### src/rtl/logisim_seq_pkg.sv
// Shared types and constants for the 4-bit pattern generator core.
// The prescaler feature is selected with LOGISIM_SEQ_PRESCALE_EN.
package logisim_seq_pkg;

  typedef enum logic [1:0] {
    MODE_UP   = 2'b00,
    MODE_DOWN = 2'b01,
    MODE_GRAY = 2'b10,
    MODE_LFSR = 2'b11
  } mode_t;

  typedef enum logic [1:0] {
    LD_IDLE   = 2'b00,
    LD_SHIFT  = 2'b01,
    LD_COMMIT = 2'b10
  } ld_state_t;

  // x^4 + x^3 + 1: feedback is CNT[3] ^ CNT[2]
  localparam logic [3:0] LFSR_TAPS = 4'b1100;
  localparam logic [3:0] LFSR_SEED = 4'b0001;
  // State immediately preceding the seed in the LFSR sequence
  localparam logic [3:0] LFSR_LAST = 4'b1000;

endpackage

### src/rtl/logisim_seq_core_loader.sv
// Serial preset loader: shifts SDI in MSB first on SLD strobes, aborts after
// TIMEOUT idle cycles, and emits a one-cycle commit with the preset value.
module logisim_seq_loader
  import logisim_seq_pkg::*;
#(
  parameter int W       = 4,
  parameter int TIMEOUT = 15
) (
  input  logic         clk,
  input  logic         rst_n,
  input  logic         sld,
  input  logic         sdi,
  output logic         busy,
  output logic         commit,
  output logic [W-1:0] preset,
  output ld_state_t    state
);

  localparam int BW = $clog2(W + 1);

  if (TIMEOUT < 1 || TIMEOUT > 255) begin : g_bad_timeout
    $error("TIMEOUT must be in 1..255");
  end

  ld_state_t      state_q, state_d;
  logic [W-1:0]   sr_q, sr_d, shift_in;
  logic [BW-1:0]  bits_q, bits_d;
  logic [7:0]     idle_q, idle_d;

  assign shift_in = (sr_q << 1) | W'(sdi);

  always_comb begin
    state_d = state_q;
    sr_d    = sr_q;
    bits_d  = bits_q;
    idle_d  = idle_q;
    unique case (state_q)
      LD_IDLE: begin
        if (sld) begin
          sr_d    = shift_in;
          bits_d  = BW'(1);
          idle_d  = '0;
          state_d = (W == 1) ? LD_COMMIT : LD_SHIFT;
        end
      end
      LD_SHIFT: begin
        if (sld) begin
          sr_d   = shift_in;
          bits_d = bits_q + 1'b1;
          idle_d = '0;
          if (bits_q == BW'(W - 1)) state_d = LD_COMMIT;
        end else begin
          idle_d = idle_q + 1'b1;
          // Abort discards the partial preset so a stale value never commits
          if (idle_q == 8'(TIMEOUT - 1)) begin
            state_d = LD_IDLE;
            sr_d    = '0;
            bits_d  = '0;
            idle_d  = '0;
          end
        end
      end
      LD_COMMIT: begin
        state_d = LD_IDLE;
        bits_d  = '0;
        idle_d  = '0;
      end
      default: state_d = LD_IDLE;
    endcase
  end

  always_ff @(posedge clk or negedge rst_n) begin
    if (!rst_n) begin
      state_q <= LD_IDLE;
      sr_q    <= '0;
      bits_q  <= '0;
      idle_q  <= '0;
    end else begin
      state_q <= state_d;
      sr_q    <= sr_d;
      bits_q  <= bits_d;
      idle_q  <= idle_d;
    end
  end

  assign busy   = (state_q != LD_IDLE);
  assign commit = (state_q == LD_COMMIT);
  assign preset = sr_q;
  assign state  = state_q;

endmodule

### src/rtl/logisim_seq_core.sv
// 4-bit pattern generator (up, down, Gray, LFSR) with serial preset load.
// Define LOGISIM_SEQ_PRESCALE_EN to divide the advance rate by 2^PRESCALE_LOG2.
module logisim_seq_core
  import logisim_seq_pkg::*;
#(
  parameter int W             = 4,
  parameter int TIMEOUT       = 15,
  parameter int PRESCALE_LOG2 = 4
) (
  input  logic         CLK,
  input  logic         RST,
  input  logic         EN,
  input  logic [1:0]   MODE,
  input  logic         SDI,
  input  logic         SLD,
  output logic [W-1:0] O,
  output logic         TC,
  output logic         BSY
);

  if (PRESCALE_LOG2 < 1) begin : g_bad_prescale
    $error("PRESCALE_LOG2 must be at least 1");
  end

  mode_t        mode;
  logic [W-1:0] cnt_q, cnt_next, preset;
  logic         commit, busy, enabled, advance, ps_full, at_end;
  ld_state_t    ld_state;

  assign mode = mode_t'(MODE);

  logisim_seq_loader #(.W(W), .TIMEOUT(TIMEOUT)) u_loader (
    .clk    (CLK),
    .rst_n  (RST),
    .sld    (SLD),
    .sdi    (SDI),
    .busy   (busy),
    .commit (commit),
    .preset (preset),
    .state  (ld_state)
  );

  assign BSY     = busy;
  assign enabled = EN & ~busy;

`ifdef LOGISIM_SEQ_PRESCALE_EN
  logic [PRESCALE_LOG2-1:0] ps_q;

  always_ff @(posedge CLK or negedge RST) begin
    if (!RST)         ps_q <= '0;
    else if (commit)  ps_q <= '0;
    else if (enabled) ps_q <= ps_q + 1'b1;
  end

  // CNT steps on the enabled cycle in which the prescaler wraps back to zero
  assign ps_full = &ps_q;
`else
  assign ps_full = 1'b1;
`endif

  assign advance = enabled & ps_full;

  always_comb begin
    cnt_next = cnt_q;
    at_end   = 1'b0;
    unique case (mode)
      MODE_UP, MODE_GRAY: begin
        cnt_next = cnt_q + 1'b1;
        at_end   = &cnt_q;
      end
      MODE_DOWN: begin
        cnt_next = cnt_q - 1'b1;
        at_end   = (cnt_q == '0);
      end
      MODE_LFSR: begin
        // All-zero would lock the LFSR, so it re-seeds instead
        cnt_next = (cnt_q == '0) ? W'(LFSR_SEED)
                                 : {cnt_q[W-2:0], ^(cnt_q & W'(LFSR_TAPS))};
        at_end   = (cnt_q == W'(LFSR_LAST));
      end
      default: ;
    endcase
  end

  always_ff @(posedge CLK or negedge RST) begin
    if (!RST)         cnt_q <= '0;
    else if (commit)  cnt_q <= preset;
    else if (advance) cnt_q <= cnt_next;
  end

  assign O  = (mode == MODE_GRAY) ? (cnt_q ^ (cnt_q >> 1)) : cnt_q;
  assign TC = RST & enabled & ps_full & at_end;

  a_commit_busy: assert property (@(posedge CLK) disable iff (!RST)
    (ld_state == LD_COMMIT) |-> (commit && BSY));

endmodule

### config.mk
export PLATFORM = sky130hd
export DESIGN_NAME = logisim_seq_core
export DESIGN_NICKNAME = d
export VERILOG_FILES = /design/src/rtl/logisim_seq_pkg.sv /design/src/rtl/logisim_seq_core_loader.sv /design/src/rtl/logisim_seq_core.sv
export SDC_FILE = /design/constraint.sdc
export NUM_CORES = 1
export LEC_CHECK = 0
export ABC_AREA = 1
export ABC_CLOCK_PERIOD_IN_PS = 2550
export BUFFER_PORTS_ARGS = -buffer_cell sky130_fd_sc_hd__clkbuf_2
export CORE_ASPECT_RATIO = 1.75
export CORE_UTILIZATION = 45
export DETAILED_ROUTE_END_ITERATION = 16
export GPL_ROUTABILITY_DRIVEN = 0
export HOLD_SLACK_MARGIN = 0.06
export PLACE_DENSITY = 0.65
export SYNTH_ARGS = -nofsm -noshare
export SYNTH_HDL_FRONTEND = slang
export SYNTH_SLANG_ARGS = --single-unit
### constraint.sdc
create_clock -name CLK -period 2.55 [get_ports CLK]
set_input_delay 0.3825 -clock CLK [delete_from_list [all_inputs] [get_ports CLK]]
set_output_delay 0.3825 -clock CLK [all_outputs]
set_load 0.005 [all_outputs]
==> results of run 1 <==
cells by family (layout without fill, tap and decap cells):
group | count (synthesis) | in the layout | synth area share [%]
and+or+nand+nor | 85 | 85 | 27.9
AOI/OAI and AO/OA | 37 | 37 | 14.6
adders and majority gates | 14 | 14 | 11.8
xor gates and xnor gates | 2 | 2 | 1.18
buffers and inverters | 34 | 50 | 8.88
DFF | 21 | 21 | 35.5
final cells by class:
cell class	instances	area, um2
timing repair buffer	13	67.6
clock buffer	3	41.3
multi-input combinational	138	822
inverter	33	124
fill	313	1500
tap	43	53.8
sequential	21	526
clock inverter	1	5.00
path summary, 6_finish.rpt:
path	startpoint	to	cells past startpoint
setup / recovery	u_loader.state[1]$_DFFE_PN0P_	TC	7
min in group CLK	SDI	u_loader.preset[0]$_DFFE_PN0P_	3
max in group asynchronous	RST	u_loader.idle_q[6]$_DFFE_PN0P_	2
setup reg to reg	u_loader.state[0]$_DFFE_PN0P_	u_loader.idle_q[7]$_DFFE_PN0P_	10
hold reg to reg	u_loader.bits_q[2]$_DFFE_PN0P_	u_loader.bits_q[2]$_DFFE_PN0P_	2
hold / removal	RST	u_loader.idle_q[1]$_DFFE_PN0P_	2
worst max-delay path, delay by kind of cell, from the launching register on:
| family | cells | cell delay [ns] |
|---|---|---|
| buf+inv | 3 | 0.39 |
| flops | 1 | 0.42 |
| compound gates | 1 | 0.37 |
| simple gates | 2 | 0.13 |
| fa+ha+maj | 1 | 0.28 |
placed cells by master (no fill, tap or decap), types with 3 or more instances in the layout:
master	netlist	routed
sky130_fd_sc_hd__nor3_1	4	4
sky130_fd_sc_hd__clkbuf_2	0	12
sky130_fd_sc_hd__o21ai_0	13	13
sky130_fd_sc_hd__a21oi_1	12	12
sky130_fd_sc_hd__nand2_4	3	3
sky130_fd_sc_hd__nor2_1	11	11
sky130_fd_sc_hd__inv_1	29	29
sky130_fd_sc_hd__nand2_1	43	43
sky130_fd_sc_hd__inv_2	3	3
sky130_fd_sc_hd__nand3_1	13	13
sky130_fd_sc_hd__ha_1	14	14
sky130_fd_sc_hd__clkbuf_8	0	3
sky130_fd_sc_hd__dfrtp_1	21	21
sky130_fd_sc_hd__o21ai_1	3	3
metrics by stage:
step / std cells / setup WS, ns / utilization [%] / cell area [um2] / hold WS [ns]
5_1_grt: 252 / 0.219 / 52.2 / 1640 / 0.156
2_1_floorplan: 193 / 0.838 / - / 1480 / 0.0869
4_1_cts: 252 / 0.329 / 52.2 / 1640 / 0.148
6_report: 252 / 0.315 / 52.2 / 1640 / 0.131
3_3_place_gp: 248 / 0.691 / 50.7 / 1590 / 0.422
3_5_place_dp: 248 / 0.623 / 50.7 / 1590 / 0.429
power by group:
| part | total [mW] | switching (mW) | internal (mW) |
|---|---|---|---|
| sequential | 0.530 | 0.101 | 0.429 |
| clock | 0.216 | 0.107 | 0.109 |
| combinational | 0.810 | 0.514 | 0.296 |
| total | 1.56 | 0.722 | 0.834 |
state kept, by name, indices dropped and copies added, names as in the netlist:
| register | count |
|---|---|
| u_loader.idle_q | 8 |
| u_loader.bits_q | 3 |
| cnt_q | 4 |
| u_loader.preset | 4 |
| u_loader.state | 2 |
per-layer routing:
layer  part of all wire [%]  wire length [um]
met5                      0                 0
met4                    2.2                70
met3                    2.2                69
met2                     59              1870
met1                     36              1140
==> results.txt, run 1 <==
The global routing met3 resource utilization was 2.56%. The run gives 0 as the number of max-cap violations. For the number of antenna violations at the first check in global routing, the log shows 0. Adding up every negative setup slack in the final design gives 0 ns. CTS saw 21 sinks. The maximum number of buffers from clock root to sink was 2.

The number of different library cells used by synthesis comes to 32. For this run, design rule violations remaining after detail routing come to 0. Walking the worst path, the cells encountered are inv_1 > ha_1 > nand2_1 > inv_1 > nand2_1 > a2111oi_0 > clkbuf_2. The total via count in the routed design is 1,291, and the power density over the cells is 949 mW/mm2.

The flow ran to the end, and the final reports show no timing, DRC or antenna violations. The worst path in the final design needs a cycle of 2.24 ns, including I/O delays and setup. The setup skew after layout is 0.00672 ns. The logs give 231 for the number of nets in the layout and 1,243 for the number of global-route vias before repair. Global routing consumed, on the met1 layer, 18.6% of the routing resources. In this run the biggest area consumer among cell types represents 35.5% of the synthesized area. Number of nets produced by synthesis: 214. met2 is the most crowded layer. The clock latency on the worst-skew pair is 0.26 ns.

The vertical die dimension is 77.8 um, and the total of flip-flops plus latches after synthesis is 21. The post-route netlist has 15.3% of its cells at a drive strength greater than 1. In the post-synthesis netlist, the biggest area contributors are sky130_fd_sc_hd__dfrtp_1 36%, sky130_fd_sc_hd__ha_1 12%, sky130_fd_sc_hd__nand2_1 11%, sky130_fd_sc_hd__inv_1 7.4%, sky130_fd_sc_hd__nand3_1 4.4%. The count of flip-flops with a built-in enable after synthesis is 0, and the post-route clock period utilization is 87.7%. The remaining antenna violation count is 0. The first global-routing pass estimated 5170 um of wire. The H-tree depth is 1. The maximum number of pins on one net before global-route repair was 22. Counting instances in the post-synthesis netlist gives the leading cell types as 43 x sky130_fd_sc_hd__nand2_1, 29 x sky130_fd_sc_hd__inv_1, 21 x sky130_fd_sc_hd__dfrtp_1, 14 x sky130_fd_sc_hd__ha_1. In the synthesized netlist the async set-or-reset flop fraction comes to 100%.

STA classifies the critical path startpoint as a flip-flop. The start-to-end type of the worst setup path is reg2out. STA puts the critical path data required time at 2.17 ns. The first TritonRoute pass finished after 4 iterations. Count of pins over their slew limit: 0. The worst setup path is captured at an output port. The wire-length estimate of the detail-placed layout is 2640 um.

For met2 alone, demand over resource in global routing was 40.0%. TritonCTS built the clock tree. The maximum fanout along the worst path came out at 4.

The logs give 447 MHz for the maximum achievable frequency and 27 for the number of rows in the core area. The number of ports placed on the die boundary was 13. The worst stage delay on the critical path is 0.42 ns, and the number of hold violations in the final report is 0. The min-delay analysis places its worst path in the category in2async.

The average size of a mapped cell came out at 7.66 um2. The worst pin sits at a relative slew slack of 74.0%. For this configuration, the core starts out at a cell density of 47.1%. VDD sags by at most 0.738 mV. sky130_fd_sc_hd__nand2_1 is the most common cell in the netlist. After global routing the overflow that remains totals 0. Hold repair after CTS inserted 0 buffers. The leakage power came out at 0.856 nW. The cell accounting for the most synthesized area was sky130_fd_sc_hd__dfrtp_1. Measured along the x axis, the die boundary spans 45.3 um. For this design, the slowest cell found on the critical path is sky130_fd_sc_hd__dfrtp_1.

The cell area after technology mapping was 0.00148 mm2. For the pin with the worst max-slew slack, the measured transition is 0.380 ns. The floorplan step defined a die boundary enclosing 0.00353 mm2. Dividing the detail-routed via count by the number of cells gives 5.12. The run gives 1.56 mW as the total power of the final layout. Average wire per standard cell: 12.5 um. The placeable core region came out at 0.00314 mm2. The Yosys step of the flow raised 0 warnings. The detailed router finished its first iteration with 36 violations. Counting every instance in the synthesized netlist gives 193. Once the clock tree was built, the resizer swapped 0 gates to a different size. Library cell used as clock root buffer: sky130_fd_sc_hd__clkbuf_8. For the number of buffers inserted by post-CTS setup repair, the log shows 0.

After clock tree synthesis, the clock-pin slew on the worst setup and hold paths is 0.08 ns. The repair_antennas step left the layout with diodes totalling 0. Setup repair after global routing left no endpoint under its margin. The layout overhead on the synthesized area is 10.8%. The run gives 20.0% as the total routing usage reported by global routing. For the number of failing setup endpoints in the final timing report, the log shows 0.

The aggregate routed wire length was 3150 um; the endpoint arrival time on the critical path was 1.85 ns. Sequential cells were found to cover 35.5% of the synthesized design area. The commonest register cell after synthesis is sky130_fd_sc_hd__dfrtp_1.

Clock tree synthesis inserted a total of 3 buffers. The run gives 0.88 ns as the register-to-register path setup slack. In this run the tool buffered the top-level ports with 12 buffer cells.
(Power assumes the default switching activity.)
==> run 2, diff against run 1 <==
--- a/config.mk
+++ b/config.mk
@@ -12,6 +12,7 @@
 export CORE_UTILIZATION = 45
 export DETAILED_ROUTE_END_ITERATION = 16
 export GPL_ROUTABILITY_DRIVEN = 0
+export GPL_TIMING_DRIVEN = 0
 export HOLD_SLACK_MARGIN = 0.06
 export PLACE_DENSITY = 0.65
 export SYNTH_ARGS = -nofsm -noshare
==> run 2 against run 1 <==
Effect of this change: hold slack worse by 0.036 ns; combinational power is 2% lower; highest routed layer unchanged; critical path depth stayed put; utilization hardly changed; global-route usage is 0.64 points lower.
==> results.txt, run 2 (synthesis results as in run 1) <==
Traced cell by cell, the critical path runs through inv_1 > ha_1 > nand2_1 > inv_1 > nand2_1 > a2111oi_0 > clkbuf_2. The tool flagged a number of max-cap violations equal to 0. STA classifies the critical path startpoint as a flip-flop.

At the pin with the least slew margin, the transition time is 0.544 ns. The number of rows in the core area was 27. u_loader.idle_q holds more flip-flops than any other register. The count of pins over their slew limit is 0, and the setup skew after layout is 0.00390 ns. In the layout the commonest cells are 43 x sky130_fd_sc_hd__nand2_1, 29 x sky130_fd_sc_hd__inv_1, 21 x sky130_fd_sc_hd__dfrtp_1.

The first global-routing pass estimated 5040 um of wire. The die is 45.3 um wide. The tools report the maximum number of buffers from clock root to sink as 2. The path class of the tightest hold or removal check is in2async. Setup repair after global routing left no endpoint under its margin.

The library cell used most frequently in the layout, excluding fill and tap cells, is sky130_fd_sc_hd__nand2_1. Setup violations remaining at the end of the flow were counted as 0. Post-CTS timing repair inserted 0 buffers for setup. Once the floorplan was initialized, standard cells occupied 47.1% of the core. The required time of the worst setup path is 2.17 ns. The worst stage delay on the critical path works out to 0.41 ns. After detailed routing, the number of remaining DRC violations is 0. Maximum fanout along the worst path: 4. The post-route netlist has 14.8% of its cells at a drive strength greater than 1. The total half-perimeter wirelength after legalization and detailed placement is 2430 um.

The number of optimization iterations in the first detailed-route pass is 4. Clock-pin transition on the worst setup and hold timing paths: 0.07 ns. The number of hold violations in the final report was 0; the number of global-route vias before repair was 1,292. The smallest clock period supported by the final layout is computed as 2.24 ns.

The mean number of vias per cell is 5.00, and the placeable core region is 0.00314 mm2. The H-tree depth is 1. The root buffer cell chosen for the clock tree is sky130_fd_sc_hd__clkbuf_8. The worst-case IR drop observed on VDD is 0.632 mV. TritonCTS built the clock tree. The final core utilization was 52.1%.

The vertical die dimension works out to 77.8 um. The number of ports placed on the die boundary was 13. The maximum number of pins on one net before global-route repair came out at 23.

The logs give 22 for the detailed router's first-iteration violation count and 21 for the sink count of the clock tree. The finished layout holds 252 standard cells, fillers aside. After detailed routing, the total wire length is 2910 um. The critical path is of the reg2out type.

Global routing consumed, over all layers together, 19.3% of the routing resources. In this run, placement finished with an instance count of 248. The detail route stage leaves a number of antenna-violating nets equal to 0. The layout overhead on the synthesized area is 10.7%.

For the worst-case hold slack, the log shows 0.0956 ns. The cell with the largest stage delay on the worst path was sky130_fd_sc_hd__dfrtp_1. The analysis attributes to cell leakage a power of 0.853 nW. Once the clock tree was built, the resizer swapped 0 gates to a different size.

The register with the most flip-flops in the layout has 8 of them. Clock latency on the worst-skew pair: 0.26 ns. STA puts the critical path data arrival time at 1.86 ns. The largest delay contributor family on the critical path was flip-flops. Total via count in the routed design: 1,260.

After layout, the worst path uses 87.8% of the clock period. The power density over the cells is 941 mW/mm2, and the maximum achievable frequency is 447 MHz. The net count of the finished layout is 231. Clock tree synthesis inserted a total of 3 buffers. The run gives 0.00353 mm2 as the overall die area.

The sort of element at the end of the critical path was an output port. Fill cells in the final layout number 325. In the final routed layout, each cell accounts on average for 11.5 um. The total negative slack is 0 ns. Hold repair after CTS inserted 0 buffers.

After global routing the overflow that remains totals 0. The run gives 63.8% as the worst slew slack as a fraction of its limit. The critical path contains buffers and inverters numbering 3 combined. The number of port buffers works out to 12.

The run finished with clean final reports. The antenna diode count is 0. For the number of antenna violations at the first check in global routing, the log shows 0.
run 2: worst reg2reg max path, stage by stage (launching register included):
cell,delay (ns)
sky130_fd_sc_hd__dfrtp_1,0.39
sky130_fd_sc_hd__inv_1,0.08
sky130_fd_sc_hd__ha_1,0.28
sky130_fd_sc_hd__nand2_4,0.12
sky130_fd_sc_hd__nand2_4,0.08
sky130_fd_sc_hd__nor3b_4,0.21
sky130_fd_sc_hd__nand2_2,0.09
sky130_fd_sc_hd__nor2_2,0.11
sky130_fd_sc_hd__nand3_1,0.07
sky130_fd_sc_hd__nand2_1,0.06
sky130_fd_sc_hd__nor2_1,0.04
run 2: power by group:
part | internal (mW) | switching (mW) | total [mW]
clock network | 0.111 | 0.102 | 0.213
logic | 0.302 | 0.493 | 0.795
registers | 0.429 | 0.104 | 0.533
total | 0.842 | 0.699 | 1.54
run 2: path summary, 6_finish.rpt:
path,endpoint,cells past startpoint,slack (ns),from
min in group CLK,u_loader.preset[0]$_DFFE_PN0P_,3,0.35,SDI
worst min-delay path,u_loader.idle_q[2]$_DFFE_PN0P_,1,0.1,RST
max in group asynchronous,u_loader.preset[1]$_DFFE_PN0P_,1,2.09,RST
worst max-delay path,TC,7,0.31,u_loader.state[0]$_DFFE_PN0P_
worst min register to register,u_loader.bits_q[2]$_DFFE_PN0P_,2,0.49,u_loader.bits_q[2]$_DFFE_PN0P_
worst max register to register,u_loader.idle_q[7]$_DFFE_PN0P_,10,0.91,u_loader.state[0]$_DFFE_PN0P_
run 2: layout make-up:
cell class	count	area, um2	area share [%]
clock buffer	4	45.0	2.75
multi-input combinational	138	822	50.2
inverter	33	124	7.56
buffer	1	7.51	0.458
timing repair buffer	12	60.1	3.67
sequential	21	526	32.1
tap	43	53.8	3.28
run 2: routing by layer:
| metal | vias to the layer above | global-route usage [%] | share of wire (%) |
|---|---|---|---|
| met1 | 576 | 16.0 | 35 |
| met2 | 14 | 40.4 | 61 |
| li1 | 663 | - | - |
| met3 | 7 | 1.86 | 1.8 |
| met4 | 0 | 7.88 | 2.8 |
| met5 | - | 0 | 0 |
run 2: per-stage QoR:
step	total power [mW]	instance area (um2)	setup WS [ns]
global placement	1.31	1590	0.619
detailed placement	1.34	1590	0.613
CTS	1.56	1640	0.316
global route	1.70	1640	0.193
finish	1.54	1640	0.312
floorplan	1.12	1480	0.838
==> run 3, diff against run 2 <==
--- a/config.mk
+++ b/config.mk
@@ -5,7 +5,6 @@
 export SDC_FILE = /design/constraint.sdc
 export NUM_CORES = 1
 export LEC_CHECK = 0
-export ABC_AREA = 1
 export ABC_CLOCK_PERIOD_IN_PS = 2550
 export BUFFER_PORTS_ARGS = -buffer_cell sky130_fd_sc_hd__clkbuf_2
 export CORE_ASPECT_RATIO = 1.75
==> run 3 against run 2 <==
Effect of this change: hold slack gained 0.012 ns; global-route usage grew 1.7 points; cell count shrank 8.3%; critical path type unchanged.
==> results.txt, run 3 <==
Counting the fill cells in the layout gives 322. Cells fill 52.6% of the core in the end. The count of cells in the finished layout, fillers not included, comes to 231. By area the synthesized netlist is led by sky130_fd_sc_hd__dfrtp_1 35%, sky130_fd_sc_hd__ha_1 12%, sky130_fd_sc_hd__nand2_1 5.4%, sky130_fd_sc_hd__o21ai_0 5.3%, sky130_fd_sc_hd__a21oi_1 4.6%. The number of buffers inserted by hold repair at cts was 0; the cell count after placement was 227. The number of global-route vias before repair was 1,284. By count the netlist is led by 22 x sky130_fd_sc_hd__nand2_1, 21 x sky130_fd_sc_hd__dfrtp_1, 16 x sky130_fd_sc_hd__o21ai_0, 14 x sky130_fd_sc_hd__a21oi_1, 14 x sky130_fd_sc_hd__ha_1.

The number of hold violations in the final report came out at 0. In this run the power spent charging and discharging nets is 0.734 mW. For the remaining global-route overflow, the log shows 0.

Summed over all instances, the cell type with the most area after synthesis is sky130_fd_sc_hd__dfrtp_1. Worst stage delay on the critical path: 0.38 ns. In this run, synthesis inferred 0 flip-flops with an integrated enable. In this run the vertical extent of the chip is 78.8 um.

Global routing consumed, on the met1 layer, 21.8% of the routing resources. The maximum number of pins on one net before global-route repair came out at 23. In this run the power density over the cells is 995 mW/mm2. The logs give 0.00337 ns for the setup skew after layout and 13 for the number of ports placed on the die boundary. The run gives 21 as the sink count of the clock tree. The average instance in the mapped netlist occupies 8.77 um2.

The clock network accounts for 12.9% of the total power. The fraction of power spent switching nets is 44.2%, and the starting density of the core is 47.8%. The repair_antennas step left the layout with diodes totalling 0. The run gives 0.46 ns as the register-to-register path setup slack. The layout overhead on the synthesized area works out to 10.1%.

Measured along the x axis, the die boundary spans 45.9 um. The tools report the number of rows in the core area as 27. The region available for standard cell placement spans 0.00318 mm2. The most frequent standard cell in the layout excluding fill and tap cells was sky130_fd_sc_hd__nand2_1.

The endpoint arrival time on the critical path is 1.74 ns. In the post-synthesis netlist, the cell with the most instances is sky130_fd_sc_hd__nand2_1. The total via count in the routed design came out at 1,294.

The tools report the overall die area as 0.00362 mm2. Highest-utilization routing layer at the global route stage: met2. STA classifies the critical path startpoint as a flip-flop. The clock passes through at most 2 buffers.

Dividing the detail-routed wire length by the instance count gives 14.8 um. In this run the worst hold path is classified as in2async. In the layout the commonest cells are 22 x sky130_fd_sc_hd__nand2_1, 21 x sky130_fd_sc_hd__dfrtp_1, 16 x sky130_fd_sc_hd__o21ai_0. The most flop-heavy register is u_loader.idle_q. The number of failing setup endpoints in the final timing report came out at 0. On the final layout, the worst hold slack is 0.108 ns. Setup repair after global routing left no endpoint under its margin. The global-route wire length before repair was 5670 um. The detailed router's first-iteration violation count was 29.

Input and output buffers added on the ports amount to 11. The aggregate routed wire length was 3410 um. The maximum fanout along the worst path is 10, and the post-route clock period utilization is 83.4%. Clock tree synthesis inserted a total of 3 buffers.

The number of nets in the layout came out at 210. The tools report the DRC violation count after routing as 0. The tools report the cell-internal power as 0.928 mW.

The actual transition at the worst max-transition pin was 0.567 ns; the combinational group share of total power was 54.0%. TritonCTS built the clock tree. The count of pins over their slew limit was 0; the portion of synthesized cell area occupied by the leading cell type was 34.7%. The run gives 173 as the gate count of the mapped netlist. The clock-pin transition on the worst setup and hold timing paths works out to 0.07 ns. The number of gates resized after CTS was 0. In the global route stage, met3 resource usage came out at 2.50%. Data on the critical path is required at its endpoint by 2.17 ns. The slowest stage of the critical path is the sky130_fd_sc_hd__dfrtp_1 cell. For the number of buffers inserted by post-CTS setup repair, the log shows 0.

For the worst slew slack as a fraction of its limit, the log shows 62.2%. Clock latency on the worst-skew pair: 0.25 ns. In the final timing run, aggregate negative setup slack is 0 ns. The commonest register cell after synthesis was sky130_fd_sc_hd__dfrtp_1. The cell area after technology mapping came out at 0.00152 mm2. The warning count from the yosys run came out at 0. Yosys mapped the design onto 39 distinct sky130hd cell types.

The number of max-cap violations was 0; the fraction of layout cells with a size suffix above 1 was 13.3%. For this run, asynchronously set or reset flops after synthesis account for 100%. The maximum achievable frequency is 470 MHz, and the total of flip-flops plus latches after synthesis is 21.

The completed layout was analyzed and its total power is 1.66 mW. The clock period minus final worst setup slack works out to 2.13 ns. Summed over all nets, the half-perimeter wirelength after detailed placement is 2700 um. In the global route stage, met2 resource usage came out at 39.4%.

In this run the remaining antenna-violating nets after routing total 0. IR analysis of the VDD net gives a maximum drop of 0.438 mV. The run gives 0 as the number of antenna violations at the first check in global routing. The mean number of vias per cell was 5.60.

Library cell used as clock root buffer: sky130_fd_sc_hd__clkbuf_8. The total routing usage reported by global routing was 21.1%. The critical path goes through clkbuf_1 > inv_1 > ha_1 > a21oi_1 > nor4_1 > clkbuf_2. The number of nets produced by synthesis came out at 194. Sort of element at the end of the critical path: an output port. H-tree depth: 1. The register with the most flip-flops in the layout has 8 of them.

Start-to-end type of the worst setup path: reg2out. The fraction of the yosys area taken by sequential cells was 34.7%. The run finished with clean final reports. In this run the static leakage power is 0.720 nW.

The sequential fraction of design power is 33.1%, and the number of optimization iterations in the first detailed-route pass is 5.
==> run 3: layer usage <==
| metal | part of all wire [%] | up-vias |
|---|---|---|
| met1 | 37 | 606 |
| li1 | - | 654 |
| met2 | 57 | 26 |
| met3 | 3.1 | 8 |
| met5 | 0 | - |
| met4 | 2.9 | 0 |
==> run 3: power by group through the flow <==
stage          registers [mW]  logic [mW]  clock network (mW)
5_1_grt                 0.566        1.01               0.234
3_3_place_gp            0.552       0.874                   0
4_1_cts                 0.549       0.904               0.223
2_1_floorplan           0.522       0.681                   0
6_report                0.549       0.898               0.215
3_5_place_dp            0.555       0.901                   0
==> run 3: path summary, 6_finish.rpt <==
| path | to | startpoint | cells after the start |
|---|---|---|---|
| worst max register to register | u_loader.bits_q[0]$_DFFE_PN0P_ | u_loader.idle_q[0]$_DFFE_PN0P_ | 6 |
| min in group CLK | u_loader.preset[0]$_DFFE_PN0P_ | SDI | 3 |
| worst min register to register | u_loader.preset[2]$_DFFE_PN0P_ | u_loader.preset[1]$_DFFE_PN0P_ | 2 |
| max in group asynchronous | u_loader.idle_q[4]$_DFFE_PN0P_ | RST | 1 |
| worst max-delay path | TC | cnt_q[2]$_DFFE_PN0P_ | 6 |
| worst min-delay path | u_loader.bits_q[1]$_DFFE_PN0P_ | RST | 1 |
==> run 3: through the flow <==
step / area, um2 / setup slack, ns
floorplan: 1520 / 0.580
global placement: 1630 / 0.493
detailed placement: 1630 / 0.463
CTS: 1670 / 0.432
global route: 1670 / 0.263
finish: 1670 / 0.424
==> run 3: layout make-up <==
type | count | area [um2] | area share (%)
flip-flops and latches | 21 | 526 | 31.5
well taps | 43 | 53.8 | 3.22
clock buffers | 4 | 45.0 | 2.70
inverters | 12 | 45.0 | 2.70
multi-input cells | 133 | 912 | 54.6
repair buffers | 11 | 55.1 | 3.30
plain buffers | 7 | 33.8 | 2.02
==> run 3: critical path, delay by kind of cell (launching register included) <==
family | cells | cell delay [ns]
compound gates | 1 | 0.06
buf+inv | 3 | 0.59
fa+ha+maj | 1 | 0.17
flops | 1 | 0.38
simple gates | 1 | 0.29
==> run 3: logic make-up after synthesis <==
family	synth area share [%]
compound gates	25.9
xor+xnor	2.89
fa+ha+maj	11.6
buf+inv	5.20
flops	34.7
mux	0.990
simple gates	18.8
